--- config.mk ---
export PLATFORM = sky130hd
export DESIGN_NAME = sysbus_arbiter
export DESIGN_NICKNAME = d
export VERILOG_FILES = /design/src/rtl/sysbus_arbiter.sv
export SDC_FILE = /design/constraint.sdc
export NUM_CORES = 1
export LEC_CHECK = 0
export BUFFER_PORTS_ARGS = -buffer_cell sky130_fd_sc_hd__clkbuf_2
export CAP_MARGIN = 15
export CORE_UTILIZATION = 35
export CTS_BUF_LIST = sky130_fd_sc_hd__clkbuf_16
export CTS_CLUSTER_DIAMETER = 200
export DETAILED_ROUTE_END_ITERATION = 6
export PLACE_DENSITY = 0.64
export RECOVER_POWER = 25
export SYNTH_ARGS = -nofsm -noshare
export SYNTH_HDL_FRONTEND = slang
export SYNTH_SLANG_ARGS = --single-unit
--- constraint.sdc ---
create_clock -name clock_i -period 4.63 [get_ports clock_i]
set_input_delay 0.463 -clock clock_i [delete_from_list [all_inputs] [get_ports clock_i]]
set_output_delay 0.463 -clock clock_i [all_outputs]
set_load 0.005 [all_outputs]
--- src/rtl/sysbus_arbiter.sv ---
// sysbus_arbiter: round-robin owner arbitration for the shared tri-state sysbus
//   clock_i, n_reset_i : rising-edge clock, asynchronous active-low reset
//   req_i[N_REQ]       : level request per bus driver
//   lock_i[N_REQ]      : current owner extends its tenure past HOLD_MAX
//   grant_o[N_REQ]     : registered one-hot (or zero) bus ownership
//   bus_busy_o         : any grant bit high
//   owner_o            : index of granted requester, holds last owner when idle
//   revoked_o          : one-cycle pulse when a tenure ends by timeout
//   ARB_PRIO0_EN       : optional; requester 0 wins every arbitration point
module sysbus_arbiter #(
  parameter int N_REQ    = 4,
  parameter int HOLD_MAX = 4,
  parameter int IDX_W    = $clog2(N_REQ)
) (
  input  logic             clock_i,
  input  logic             n_reset_i,
  input  logic [N_REQ-1:0] req_i,
  input  logic [N_REQ-1:0] lock_i,
  output logic [N_REQ-1:0] grant_o,
  output logic             bus_busy_o,
  output logic [IDX_W-1:0] owner_o,
  output logic             revoked_o
);
  localparam int TW = $clog2(HOLD_MAX);
  typedef enum logic [1:0] {IDLE, GRANT, TURN} state_t;
  state_t state_q, state_d;
  logic [N_REQ-1:0] grant_q, grant_d, req_rr;
  logic [IDX_W-1:0] owner_q, owner_d, rr_q, rr_d, win, idx;
  logic [TW-1:0] ten_q, ten_d;
  logic busy_q, revoked_q, revoked_d, win_v, expire;
  // Scan downward so the last hit is the nearest set bit above rr_q (with wrap).
  always_comb begin
    req_rr = req_i;
`ifdef ARB_PRIO0_EN
    req_rr[0] = 1'b0;
`endif
    win_v = 1'b0;
    win = '0;
    idx = '0;
    for (int k = N_REQ; k >= 1; k--) begin
      idx = IDX_W'((int'(rr_q) + k) % N_REQ);
      if (req_rr[idx]) begin
        win_v = 1'b1;
        win = idx;
      end
    end
`ifdef ARB_PRIO0_EN
    if (req_i[0]) begin
      win_v = 1'b1;
      win = '0;
    end
`endif
  end
  // Timeout only when someone else is waiting and the owner has not locked.
  assign expire = ten_q == TW'(HOLD_MAX - 1) && |(req_i & ~grant_q) && !lock_i[owner_q];
  always_comb begin
    state_d = state_q;
    grant_d = grant_q;
    owner_d = owner_q;
    rr_d = rr_q;
    ten_d = ten_q;
    revoked_d = 1'b0;
    if (state_q == GRANT) begin
      ten_d = (ten_q == TW'(HOLD_MAX - 1)) ? ten_q : ten_q + 1'b1;
      if (!req_i[owner_q] || expire) begin
        grant_d = '0;
        state_d = TURN;
        revoked_d = req_i[owner_q];
      end
    end else if (win_v) begin
      grant_d = N_REQ'(1) << win;
      owner_d = win;
`ifdef ARB_PRIO0_EN
      rr_d = (win == '0) ? rr_q : win;
`else
      rr_d = win;
`endif
      ten_d = '0;
      state_d = GRANT;
    end else begin
      grant_d = '0;
      state_d = IDLE;
    end
  end
  always_ff @(posedge clock_i or negedge n_reset_i) begin
    if (!n_reset_i) begin
      state_q <= IDLE;
      grant_q <= '0;
      owner_q <= '0;
      rr_q <= IDX_W'(N_REQ - 1);
      ten_q <= '0;
      busy_q <= 1'b0;
      revoked_q <= 1'b0;
    end else begin
      state_q <= state_d;
      grant_q <= grant_d;
      owner_q <= owner_d;
      rr_q <= rr_d;
      ten_q <= ten_d;
      busy_q <= |grant_d;
      revoked_q <= revoked_d;
    end
  end
  assign grant_o = grant_q;
  assign bus_busy_o = busy_q;
  assign owner_o = owner_q;
  assign revoked_o = revoked_q;
endmodule

Word level (Yosys, flattened, before mapping). Index checks and enable logic that the tools add are counted.

Add/subtract/negate cells: 5. Divide/modulo/power cells: 0. Order comparisons: 5. Eq/ne operators: 4. Shift operators: 1. Multiply operators: 0. Mux-type cells: 31. Reductions and logical operators: 10. Bitwise operators: 3.

Operator list (number): two-way mux 2 bit (9); less-than comparator 2 x 3 -> 1 bit, second input constant (5); two-way mux 1 bit (13); binary-select mux 1 bit (select 2 bit) (6); two-way mux 4 bit (3); OR reduction 4 bit (2); adder 2 x 1 -> 2 bit, second input constant (3); adder 2 bit, second input constant (2); bitwise AND 4 bit (1); NOT 4 bit (1); AND reduction 2 bit (2); << shifter 1 x 2 -> 4 bit, first input constant (1); equality test 2 x 1 -> 1 bit, second input constant (1); equality test 2 bit, second input constant (1); logical AND 1 bit (2); logical NOT 1 bit (2); inequality test 2 x 1 -> 1 bit, second input constant (1); inequality test 2 bit, second input constant (1); nonzero test 2 bit (1); logical OR 1 bit (1); NOT 1 bit (1).

Memories: 0. Bits in writable memories: 0. Bits in read-only memories: 0. Bits of input ports: 10. Word-level logic and storage cells: 66. Output and inout port bits: 8. Bits in latches: 0. Register bits after elaboration: 14.

Depth between registers and ports, before layout. Gate-level depths: netlist of run 1.

Word-level depth: 11. Depth in mapped cells: 5. Depth with buffers taken out: 4.

Least setup slack after synthesis of run 1. OpenSTA, ideal clock, no wires.

Path type: register to register. Start: register rr_q[1]. End: register grant_q[0] (netlist: grant_o[0]). Required time: 4.529 ns. Arrival time: 1.401 ns. Path slack: 3.129 ns. Period minus slack after synthesis: 1.501 ns. Library setup time: 0.101 ns. Stages on the path, launching flop included: 6. Path buffers: 1. Cell sequence: dfstp_2 -> buf_6 -> mux2i_1 -> o22ai_1 -> or2_2 -> o32ai_1.

Word-level cells in the longest chain between the ends: 10. Elaborated cells between the ends (all ways): 23. Classes of those cells: 4 x add/sub; 1 x shift; 18 x mux.

RTL lines: start: declaration (RTL line 28) `logic [IDX_W-1:0] owner_q, owner_d, rr_q, rr_d, win, idx;`; start signal: assignment (RTL line 90) `rr_q <= IDX_W'(N_REQ - 1);`; start signal: assignment (RTL line 98) `rr_q <= rr_d;`; adder 2 x 1 -> 2 bit (RTL line 41) `idx = IDX_W'((int'(rr_q) + k) % N_REQ);`; binary-select mux 1 bit (select 2 bit) (RTL line 42) `if (req_rr[idx]) begin`; two-way mux 1 bit (implied by the code) (RTL line 42); two-way mux 2 bit (4 in a row) (RTL line 42); << shifter 1 x 2 -> 4 bit (RTL line 71) `grant_d = N_REQ'(1) << win;`; two-way mux 4 bit (*) (RTL line 70) `end else if (win_v) begin`; two-way mux 4 bit (*) (RTL line 63) `if (state_q == GRANT) begin`; via grant_d[0] (RTL line 27) `logic [N_REQ-1:0] grant_q, grant_d, req_rr;`; end signal: assignment (RTL line 96) `grant_q <= grant_d;`; end: declaration (RTL line 27).

The timed path passes the listed nets; every way through them passes the cells marked *. The select of a mux whose other input is x is not followed. A chain may end at the register's enable or synchronous reset.

Final worst setup path of run 1. Same ends and word-level chain as after synthesis.

==> flow_metrics.env, run 1 <==
export IMPL_run_status="finished, final reports clean"
export IMPL_post_route_min_period_ns=1.60
export IMPL_setup_slack_ns=3.03
export IMPL_postSynthAreaPerCell_um2=11.0
export IMPL_finish_cell_count_without_fillers=116
export IMPL_cts_repair_resize_count=0
export IMPL_post_drt_via_cell_ratio=5.22
export IMPL_cts_htree_levels=1
export IMPL_chipHeight_um=48.9
export IMPL_switching_power_uw=224
export IMPL_hold_viol_final=0
export IMPL_grt_antenna_before_repair=0
export IMPL_cts_hold_buf=0
export IMPL_buffer_ports_inserted=17
export IMPL_crit_buf_inv=0
export IMPL_critical_path_max_fanout=7
export IMPL_dieArea_mm2=0.00239
export IMPL_clkTransAtPathRegs_ns=0.04
export IMPL_die_width_um=48.9
export IMPL_post_place_ws_ns=2.94
export IMPL_synth_simple_gate_area_share=0.176
export IMPL_diodes=0
export IMPL_yosys_cell_types_count=31
export IMPL_final_nets=101
export IMPL_worst_pin_slew_ns=0.736
export IMPL_post_cts_buffers=0
export IMPL_mostFrequentLayoutCell="clkbuf_2"
export IMPL_first_global_vias=612
export IMPL_synth_edff_count=0
export IMPL_synth_seq_cells=14
export IMPL_mux_contribution_to_synthesized_area=0.0896
export IMPL_clock_network_power_share=0.251
export IMPL_worstSkewPairLatency_ns=0.24
export IMPL_timing_clock_skew_ns=0.000869
export IMPL_timing_critical_path_arrival_ns=1.73
export IMPL_count_of_fill_cells_added_during_filler_insertion=207
export IMPL_ctsRootBufferMaster="clkbuf_16"
export IMPL_asyncSetResetFlopFracSynth=1.00
export IMPL_timing_critical_path_required_ns=4.76
export IMPL_final_design_area_no_fill_um2=946
export IMPL_cts_sinks=14
export IMPL_main_combinational_cell_family_by_area_after_synthesis="compound AO/OA/AOI/OAI gates"
export IMPL_place_hpwl_um=1220
export IMPL_max_cap_viol_count=0
export IMPL_remaining_drc_errors=0
export IMPL_totalNegativeSetupSlack_ns=0
export IMPL_globalRoute_totalOverflow=0
export IMPL_most_common_layout_cells="clkbuf_2, dfrtp_1, nand2_1, nor2b_1, nor2_1"
export IMPL_gpl_final_weighted_congestion=0.859
export IMPL_xor_and_xnor_area_share_after_synthesis=0
export IMPL_max_freq_mhz=626
export IMPL_slew_headroom=0.510
export IMPL_place_inst=112
export IMPL_ant_nets=0
export IMPL_critPathKind="flop to flop"
export IMPL_tritoncts="yes"
export IMPL_globalRouteTotalUtil=0.150
export IMPL_post_route_period_util=0.345
export IMPL_design_core_area_mm2=0.00202
export IMPL_worstPathCellList="mux2i_1 > o22ai_1 > or2_2 > o32ai_1"
export IMPL_hold_path_class="primary input to async pin"
export IMPL_area_of_placed_instances_um2=868
export IMPL_switching_share=0.350
export IMPL_vdd_drop_max_v=0.000285
export IMPL_routed_wl_per_cell_um=13.0
export IMPL_maxSlewViolCount=0
export IMPL_power_combinational_fraction=0.386
export IMPL_firstDrtPassIters=4
export IMPL_numCtsBuffers=3
export IMPL_leak_pwr_uw=0.000426
export IMPL_synthesis_nets=81
export IMPL_synth_compound_area_share=0.215
export IMPL_power_density_mw_per_mm2=676
export IMPL_synthesis_yosys_warnings=0
export IMPL_timing_critical_path_slowest_stage_cell="dfstp_2"
export IMPL_overall_via_count_from_detail_route=606
export IMPL_setup_viol=0
export IMPL_detailed_router_s_first_iteration_violation_count=7
export IMPL_crit_path_start_kind="flop"
export IMPL_post_synth_instance_area_um2=768
export IMPL_site_row_count=16
export IMPL_clk_path_buf_depth=2
export IMPL_yosys_area_share_adder=0.0163
export IMPL_worst_path_dominant_cell_family="flip-flops"
export IMPL_crit_path_end_kind="flop"
export IMPL_total_power_after_layout_uw=639
export IMPL_syn_inst=70
export IMPL_ioPinCount=18
export IMPL_power_report_internal_total_uw=416
export IMPL_grt_max_degree=15
export IMPL_sequential_fraction_of_the_synthesis_area=0.459
export IMPL_starting_density_of_the_core=0.380
export IMPL_power_frac_seq=0.363
export IMPL_grt_pass1_wl_um=2700
export IMPL_synth_flop_cell="dfrtp_1"
export IMPL_area_growth_syn_to_layout_pct=23.1
export IMPL_rsz0062_at_grt="false"
export IMPL_totalWireLength_um=1510
export IMPL_post_route_cells_drive_above_1_share=0.292
export IMPL_critPathMaxStageDelay_ns=0.60
-- sequential cells by signal, summed over array words and instances (netlist names) --
| name | flops |
|---|---|
| grant_o | 4 |
| owner_o | 2 |
| rr_q | 2 |
| state_q | 2 |
| ten_q | 2 |
| bus_busy_o | 1 |
| revoked_o | 1 |
-- kinds of logic (layout without fill, tap and decap cells) --
| kind of cell | count (synthesis) | count (layout) |
|---|---|---|
| adder cells (fa/ha/maj) | 1 | 1 |
| multiplexers | 4 | 4 |
| AND/OR/NAND/NOR | 26 | 26 |
| AO/OA/AOI/OAI | 19 | 19 |
| flip-flops | 14 | 14 |
| buffers and inverters | 6 | 25 |
-- layer usage --
metal,global-route usage,vias up,wire length [um],share of wire
met5,0,-,0,0
met4,0.0637,0,0,0
met3,0.0343,0,58,0.038
met2,0.241,16,702,0.47
met1,0.195,297,749,0.50
li1,-,293,-,-
-- Yosys cell counts, types with 2 or more instances --
master | n | area (um2)
inv_1 | 4 | 15.0
o32ai_1 | 2 | 17.5
dfstp_2 | 2 | 52.6
nor4_1 | 2 | 12.5
nor2_1 | 5 | 18.8
nand2_1 | 6 | 22.5
a21oi_1 | 4 | 20.0
nand2b_1 | 2 | 12.5
o2bb2ai_1 | 2 | 17.5
mux2i_1 | 2 | 20.0
dfrtp_1 | 12 | 300
o21ai_0 | 2 | 10.0
nor2b_1 | 6 | 37.5
a21o_1 | 2 | 15.0
-- power groups by stage --
stage          clock, uW  sequential (uW)  combinational (uW)
2_1_floorplan          0              217                 203
3_5_place_dp           0              235                 249
3_3_place_gp           0              234                 243
4_1_cts              166              233                 250
5_1_grt              171              241                 280
6_report             160              232                 247
-- final timing paths --
check / from / end / slack [ns] / cells past startpoint
setup / recovery: rr_q[1] / grant_o[0] / 3.03 / 4
hold / removal: n_reset_i / grant_o[1] / 0.26 / 1
setup reg to reg: rr_q[1] / grant_o[0] / 3.03 / 4
hold reg to reg: ten_q[0] / ten_q[0] / 0.49 / 1
max in group asynchronous: n_reset_i / owner_o[0] / 3.91 / 1
min in group clock_i: ten_q[0] / ten_q[0] / 0.49 / 1
-- metrics by stage --
stage | util | hold WS (ns)
after floorplan | - | 0.167
after global placement | 0.429 | 0.382
after detailed placement | 0.429 | 0.383
after CTS | 0.468 | 0.125
after global routing | 0.468 | 0.345
final | 0.468 | 0.260
-- final cells by class --
| cell class | count | area (um2) | share of cell area |
|---|---|---|---|
| well taps | 27 | 33.8 | 0.0357 |
| repair buffers | 17 | 83.8 | 0.0886 |
| flip-flops and latches | 14 | 353 | 0.373 |
| inverters | 4 | 15.0 | 0.0159 |
| clock inverters | 1 | 3.75 | 0.00397 |
| clock buffers | 3 | 75.1 | 0.0794 |
| multi-input cells | 50 | 382 | 0.403 |
(Power assumes the default switching activity.)
==> run 2, diff against run 1 <==
--- a/config.mk
+++ b/config.mk
@@ -11,7 +11,7 @@
 export CTS_BUF_LIST = sky130_fd_sc_hd__clkbuf_16
 export CTS_CLUSTER_DIAMETER = 200
 export DETAILED_ROUTE_END_ITERATION = 6
-export PLACE_DENSITY = 0.64
+export PLACE_DENSITY = 0.66
 export RECOVER_POWER = 25
 export SYNTH_ARGS = -nofsm -noshare
 export SYNTH_HDL_FRONTEND = slang
==> constraint.sdc (replaced) <==
create_clock -name clock_i -period 1.3 [get_ports clock_i]
set_input_delay 0.13 -clock clock_i [delete_from_list [all_inputs] [get_ports clock_i]]
set_output_delay 0.13 -clock clock_i [all_outputs]
set_load 0.005 [all_outputs]
==> flow_metrics.env, run 2 (synthesis results as in run 1) <==
export IMPL_rsz0062_at_grt="true"
export IMPL_worst_pin_slew_ns=0.742
export IMPL_numCtsBuffers=3
export IMPL_power_report_internal_total_uw=1890
export IMPL_mostFrequentLayoutCell="clkbuf_2"
export IMPL_grt_antenna_before_repair=0
export IMPL_ctsRootBufferMaster="clkbuf_16"
export IMPL_cts_htree_levels=1
export IMPL_chipHeight_um=48.9
export IMPL_switching_power_uw=962
export IMPL_worstReg2RegStart="state_q[0]"
export IMPL_hold_worst_slack_ns=0.342
export IMPL_globalRouteTotalUtil=0.164
export IMPL_place_hpwl_um=1330
export IMPL_totalNegativeSetupSlack_ns=-0.748
export IMPL_post_route_util=0.558
export IMPL_hold_path_class="primary input to flop"
export IMPL_overall_via_count_from_detail_route=674
export IMPL_setup_viol=10
export IMPL_area_growth_syn_to_layout_pct=46.9
export IMPL_post_route_min_period_ns=1.40
export IMPL_reg2reg_slack_ns=-0.10
export IMPL_slew_headroom=0.505
export IMPL_most_common_layout_cells="clkbuf_2, buf_4, dfrtp_1, nand2_1, inv_1"
export IMPL_design_core_area_mm2=0.00202
export IMPL_timing_clock_skew_ns=0.00461
export IMPL_worstSkewPairLatency_ns=0.24
export IMPL_power_combinational_fraction=0.524
export IMPL_critPathMaxStageDelay_ns=0.41
export IMPL_worstPathCellList="nor2b_4 > or2_4 > a2111oi_4 > o2bb2ai_1"
export IMPL_globalRoute_totalOverflow=0
export IMPL_timing_critical_path_required_ns=1.47
export IMPL_finish_cell_count_without_fillers=132
export IMPL_post_route_cells_drive_above_1_share=0.495
export IMPL_critPathKind="flop to flop"
export IMPL_largest_register_ffs=4
export IMPL_grt_pass1_wl_um=2920
export IMPL_max_cap_viol_count=0
export IMPL_power_density_mw_per_mm2=2530
export IMPL_clkTransAtPathRegs_ns=0.04
export IMPL_min_delay_start="lock_i[2]"
export IMPL_totalWireLength_um=1770
export IMPL_site_row_count=16
export IMPL_buffer_ports_inserted=17
export IMPL_clk_path_buf_depth=2
export IMPL_cts_sinks=14
export IMPL_hold_viol_final=0
export IMPL_cp_startpoint="state_q[0]"
export IMPL_final_nets=117
export IMPL_power_frac_seq=0.275
export IMPL_starting_density_of_the_core=0.380
export IMPL_leak_pwr_uw=0.000527
export IMPL_die_width_um=48.9
export IMPL_diodes=0
export IMPL_ant_nets=0
export IMPL_detailed_router_s_first_iteration_violation_count=14
export IMPL_crit_path_end_kind="flop"
export IMPL_switching_share=0.337
export IMPL_tritoncts="yes"
export IMPL_gpl_final_weighted_congestion=0.876
export IMPL_post_drt_via_cell_ratio=5.11
export IMPL_failed_checks="negative setup slack"
export IMPL_clock_network_power_share=0.201
export IMPL_remaining_drc_errors=0
export IMPL_run_status="complete, but fails checks"
export IMPL_max_freq_mhz=714
export IMPL_crit_path_start_kind="flop"
export IMPL_first_global_vias=657
export IMPL_timing_critical_path_slowest_stage_cell="a2111oi_4"
export IMPL_vdd_drop_max_v=0.00119
export IMPL_firstDrtPassIters=4
export IMPL_routed_wl_per_cell_um=13.4
export IMPL_place_inst=125
export IMPL_grt_max_degree=15
export IMPL_ioPinCount=18
export IMPL_post_route_period_util=1.08
export IMPL_timing_critical_path_arrival_ns=1.57
export IMPL_setup_slack_ns=-0.101
export IMPL_dieArea_mm2=0.00239
export IMPL_maxSlewViolCount=0
export IMPL_critical_path_max_fanout=4
==> run 2: cell count changes in the layout (fill, tap and decap cells not counted), sizes merged <==
| cell | previous run | this run |
|---|---|---|
| buf | 0 | 15 |
| clkinv | 1 | 0 |
| dlygate4sd3 | 0 | 1 |
| inv | 4 | 5 |
==> run 2: per-layer routing <==
layer,vias up,track usage,part of all wire
li1,322,-,-
met1,324,0.212,0.46
met2,22,0.238,0.45
met3,6,0.0561,0.055
met4,0,0.0931,0.030
met5,-,0,0
==> run 2: power by group through the flow <==
| stage | Clock [uW] | Sequential, uW | Combinational [uW] |
|---|---|---|---|
| CTS | 588 | 773 | 1380 |
| detailed placement | 0 | 774 | 1300 |
| floorplan | 0 | 775 | 790 |
| global placement | 0 | 761 | 1270 |
| finish | 572 | 784 | 1490 |
| global route | 610 | 807 | 1610 |
==> run 2: worst max-delay path: cells and delay by family, from the launching register on <==
family	cells	cell delay, ns
AOI/OAI and AO/OA	2	0.57
and+or+nand+nor	2	0.39
DFF	1	0.35
==> run 2: final timing paths <==
| path | endpoint | depth (start not counted) |
|---|---|---|
| max in group asynchronous | state_q[1] | 2 |
| min | revoked_o | 3 |
| max | grant_o[2] | 4 |
| min in group asynchronous | grant_o[1] | 2 |
| min reg2reg | ten_q[0] | 1 |
| max reg2reg | grant_o[2] | 4 |
==> run 2: area by class of cell <==
class | instances | area, um2
fill | 179 | 893
tap | 27 | 33.8
sequential | 14 | 353
clock inverter | 1 | 3.75
timing repair buffer | 33 | 206
multi-input combinational | 50 | 442
clock buffer | 3 | 75.1
inverter | 4 | 15.0
==> run 2: through the flow <==
stage | area (um2) | power [uW] | setup WS (ns)
after floorplan | 782 | 1560 | -0.0930
after global placement | 980 | 2040 | -0.124
after detailed placement | 980 | 2070 | -0.137
after CTS | 1090 | 2740 | -0.116
after global routing | 1130 | 3030 | -0.168
final | 1130 | 2850 | -0.101
==> run 2: timing repair <==
item,4_1_cts,5_1_grt
setup buffers,0,2
gates resized for setup,4,6
pin swaps,6,1
hold endpoints to repair,12,0
endpoints found under the setup margin,9,13
hold buffers,1,0
==> run 3, diff against run 2 <==
--- a/config.mk
+++ b/config.mk
@@ -7,11 +7,11 @@
 export LEC_CHECK = 0
 export BUFFER_PORTS_ARGS = -buffer_cell sky130_fd_sc_hd__clkbuf_2
 export CAP_MARGIN = 15
-export CORE_UTILIZATION = 35
+export CORE_UTILIZATION = 45
 export CTS_BUF_LIST = sky130_fd_sc_hd__clkbuf_16
 export CTS_CLUSTER_DIAMETER = 200
 export DETAILED_ROUTE_END_ITERATION = 6
-export PLACE_DENSITY = 0.66
+export PLACE_DENSITY = 0.79
 export RECOVER_POWER = 25
 export SYNTH_ARGS = -nofsm -noshare
 export SYNTH_HDL_FRONTEND = slang
==> flow_metrics.env, run 3 (synthesis results as in run 1) <==
export IMPL_power_density_mw_per_mm2=2520
export IMPL_ctsRootBufferMaster="clkbuf_16"
export IMPL_routed_wl_per_cell_um=15.2
export IMPL_worstPathCellList="nor2b_4 > or2_4 > a2111oi_4 > o2bb2ai_1"
export IMPL_count_of_fill_cells_added_during_filler_insertion=104
export IMPL_clk_path_buf_depth=2
export IMPL_mostFrequentLayoutCell="clkbuf_2"
export IMPL_overall_via_count_from_detail_route=680
export IMPL_die_width_um=43.3
export IMPL_dieArea_mm2=0.00188
export IMPL_place_inst=115
export IMPL_globalRoute_totalOverflow=0
export IMPL_leak_pwr_uw=0.000533
export IMPL_area_growth_syn_to_layout_pct=46.9
export IMPL_totalWireLength_um=1840
export IMPL_post_route_util=0.724
export IMPL_vdd_drop_max_v=0.00142
export IMPL_setup_slack_ns=-0.156
export IMPL_rsz0062_at_grt="true"
export IMPL_final_nets=117
export IMPL_ioPinCount=18
export IMPL_worstSkewPairLatency_ns=0.24
export IMPL_largest_register_ffs=4
export IMPL_finish_cell_count_without_fillers=121
export IMPL_slew_headroom=0.481
export IMPL_post_drt_via_cell_ratio=5.62
export IMPL_critPathMaxStageDelay_ns=0.46
export IMPL_globalRouteTotalUtil=0.225
export IMPL_remaining_drc_errors=6
export IMPL_tritoncts="yes"
export IMPL_failed_checks="design-rule violations, negative setup slack"
export IMPL_hold_viol_final=0
export IMPL_max_cap_viol_count=0
export IMPL_crit_path_end_kind="flop"
export IMPL_timing_critical_path_required_ns=1.45
export IMPL_cts_sinks=14
export IMPL_cts_htree_levels=1
export IMPL_setup_viol=10
export IMPL_critPathKind="flop to flop"
export IMPL_starting_density_of_the_core=0.493
export IMPL_place_hpwl_um=1290
export IMPL_multi_input_area_um2=452
export IMPL_numCtsBuffers=3
export IMPL_clkTransAtPathRegs_ns=0.05
export IMPL_chipHeight_um=43.3
export IMPL_grt_max_degree=15
export IMPL_ant_nets=0
export IMPL_timing_clock_skew_ns=0.00226
export IMPL_first_global_vias=662
export IMPL_post_route_cells_drive_above_1_share=0.514
export IMPL_hold_path_class="primary input to flop"
export IMPL_most_common_layout_cells="clkbuf_2, buf_4, dfrtp_1, nand2_1, nor2b_1"
export IMPL_seqCellArea_um2=353
export IMPL_worst_pin_slew_ns=0.779
export IMPL_site_row_count=14
export IMPL_diodes=0
export IMPL_grt_antenna_before_repair=0
export IMPL_post_route_period_util=1.12
export IMPL_grt_pass1_wl_um=3060
export IMPL_firstDrtPassIters=6
export IMPL_design_core_area_mm2=0.00156
export IMPL_timing_critical_path_slowest_stage_cell="a2111oi_4"
export IMPL_max_freq_mhz=687
export IMPL_timing_critical_path_arrival_ns=1.61
export IMPL_detailed_router_s_first_iteration_violation_count=17
export IMPL_run_status="complete, but fails checks"
export IMPL_post_route_min_period_ns=1.46
export IMPL_gpl_final_weighted_congestion=0.857
export IMPL_buffer_ports_inserted=17
export IMPL_critical_path_max_fanout=4
export IMPL_maxSlewViolCount=0
export IMPL_crit_path_start_kind="flop"
==> run 3: critical path: cells and delay by family (launching register included) <==
kind	cells	cell delay (ns)
compound gates	2	0.64
simple gates	2	0.38
flops	1	0.36
==> run 3: metrics by stage <==
stage	worst slack [ns]	total power, uW	setup TNS [ns]	cell area [um2]	hold WS, ns
2_1_floorplan	-0.0930	1560	-0.338	782	-0.166
3_3_place_gp	-0.134	1990	-0.663	973	0.0461
3_5_place_dp	-0.183	2040	-1.02	973	0.0494
4_1_cts	-0.156	2750	-1.08	1090	0.337
5_1_grt	-0.208	3010	-1.63	1130	0.340
6_report	-0.156	2840	-1.06	1130	0.340
==> run 3: repair_timing <==
| item | CTS | global route |
|---|---|---|
| setup buffers | 2 | 1 |
| pin swaps | 6 | 6 |
| endpoints found under the setup margin | 9 | 13 |
| resized for setup | 5 | 8 |
| endpoints found under the hold margin | 12 | 0 |
| hold buffers | 1 | 0 |
==> run 3: final cells by class <==
class / instances / area share
clock buffer: 3 / 0.0665
clock inverter: 1 / 0.00333
inverter: 4 / 0.0133
multi-input combinational: 50 / 0.400
sequential: 14 / 0.313
tap: 16 / 0.0177
timing repair buffer: 33 / 0.186
==> run 3: where the power goes <==
| part | leakage (uW) | switching [uW] | internal, uW |
|---|---|---|---|
| combinational | 0.000323 | 684 | 801 |
| sequential | 0.000172 | 136 | 648 |
| clock | 0.0000385 | 167 | 406 |
==> run 3: final timing paths <==
path                                  from    endpoint  slack (ns)  cells after the start
worst min register to register    ten_q[0]    ten_q[0]        0.50                      1
worst max register to register  state_q[0]  grant_o[3]       -0.16                      4
worst max-delay path            state_q[0]  grant_o[3]       -0.16                      4
worst min-delay path             lock_i[3]   revoked_o        0.34                      3
max in group asynchronous        n_reset_i  state_q[0]        0.33                      2
min in group asynchronous        n_reset_i  grant_o[0]        0.48                      2
==> run 3: metal layers <==
metal	track usage	wire, um	vias to the layer above	share of wire
li1	-	-	328	-
met1	0.285	849	332	0.46
met2	0.388	921	18	0.50
met3	0.0383	53	2	0.029
met4	0.0750	13	0	0.0071
met5	0	0	-	0
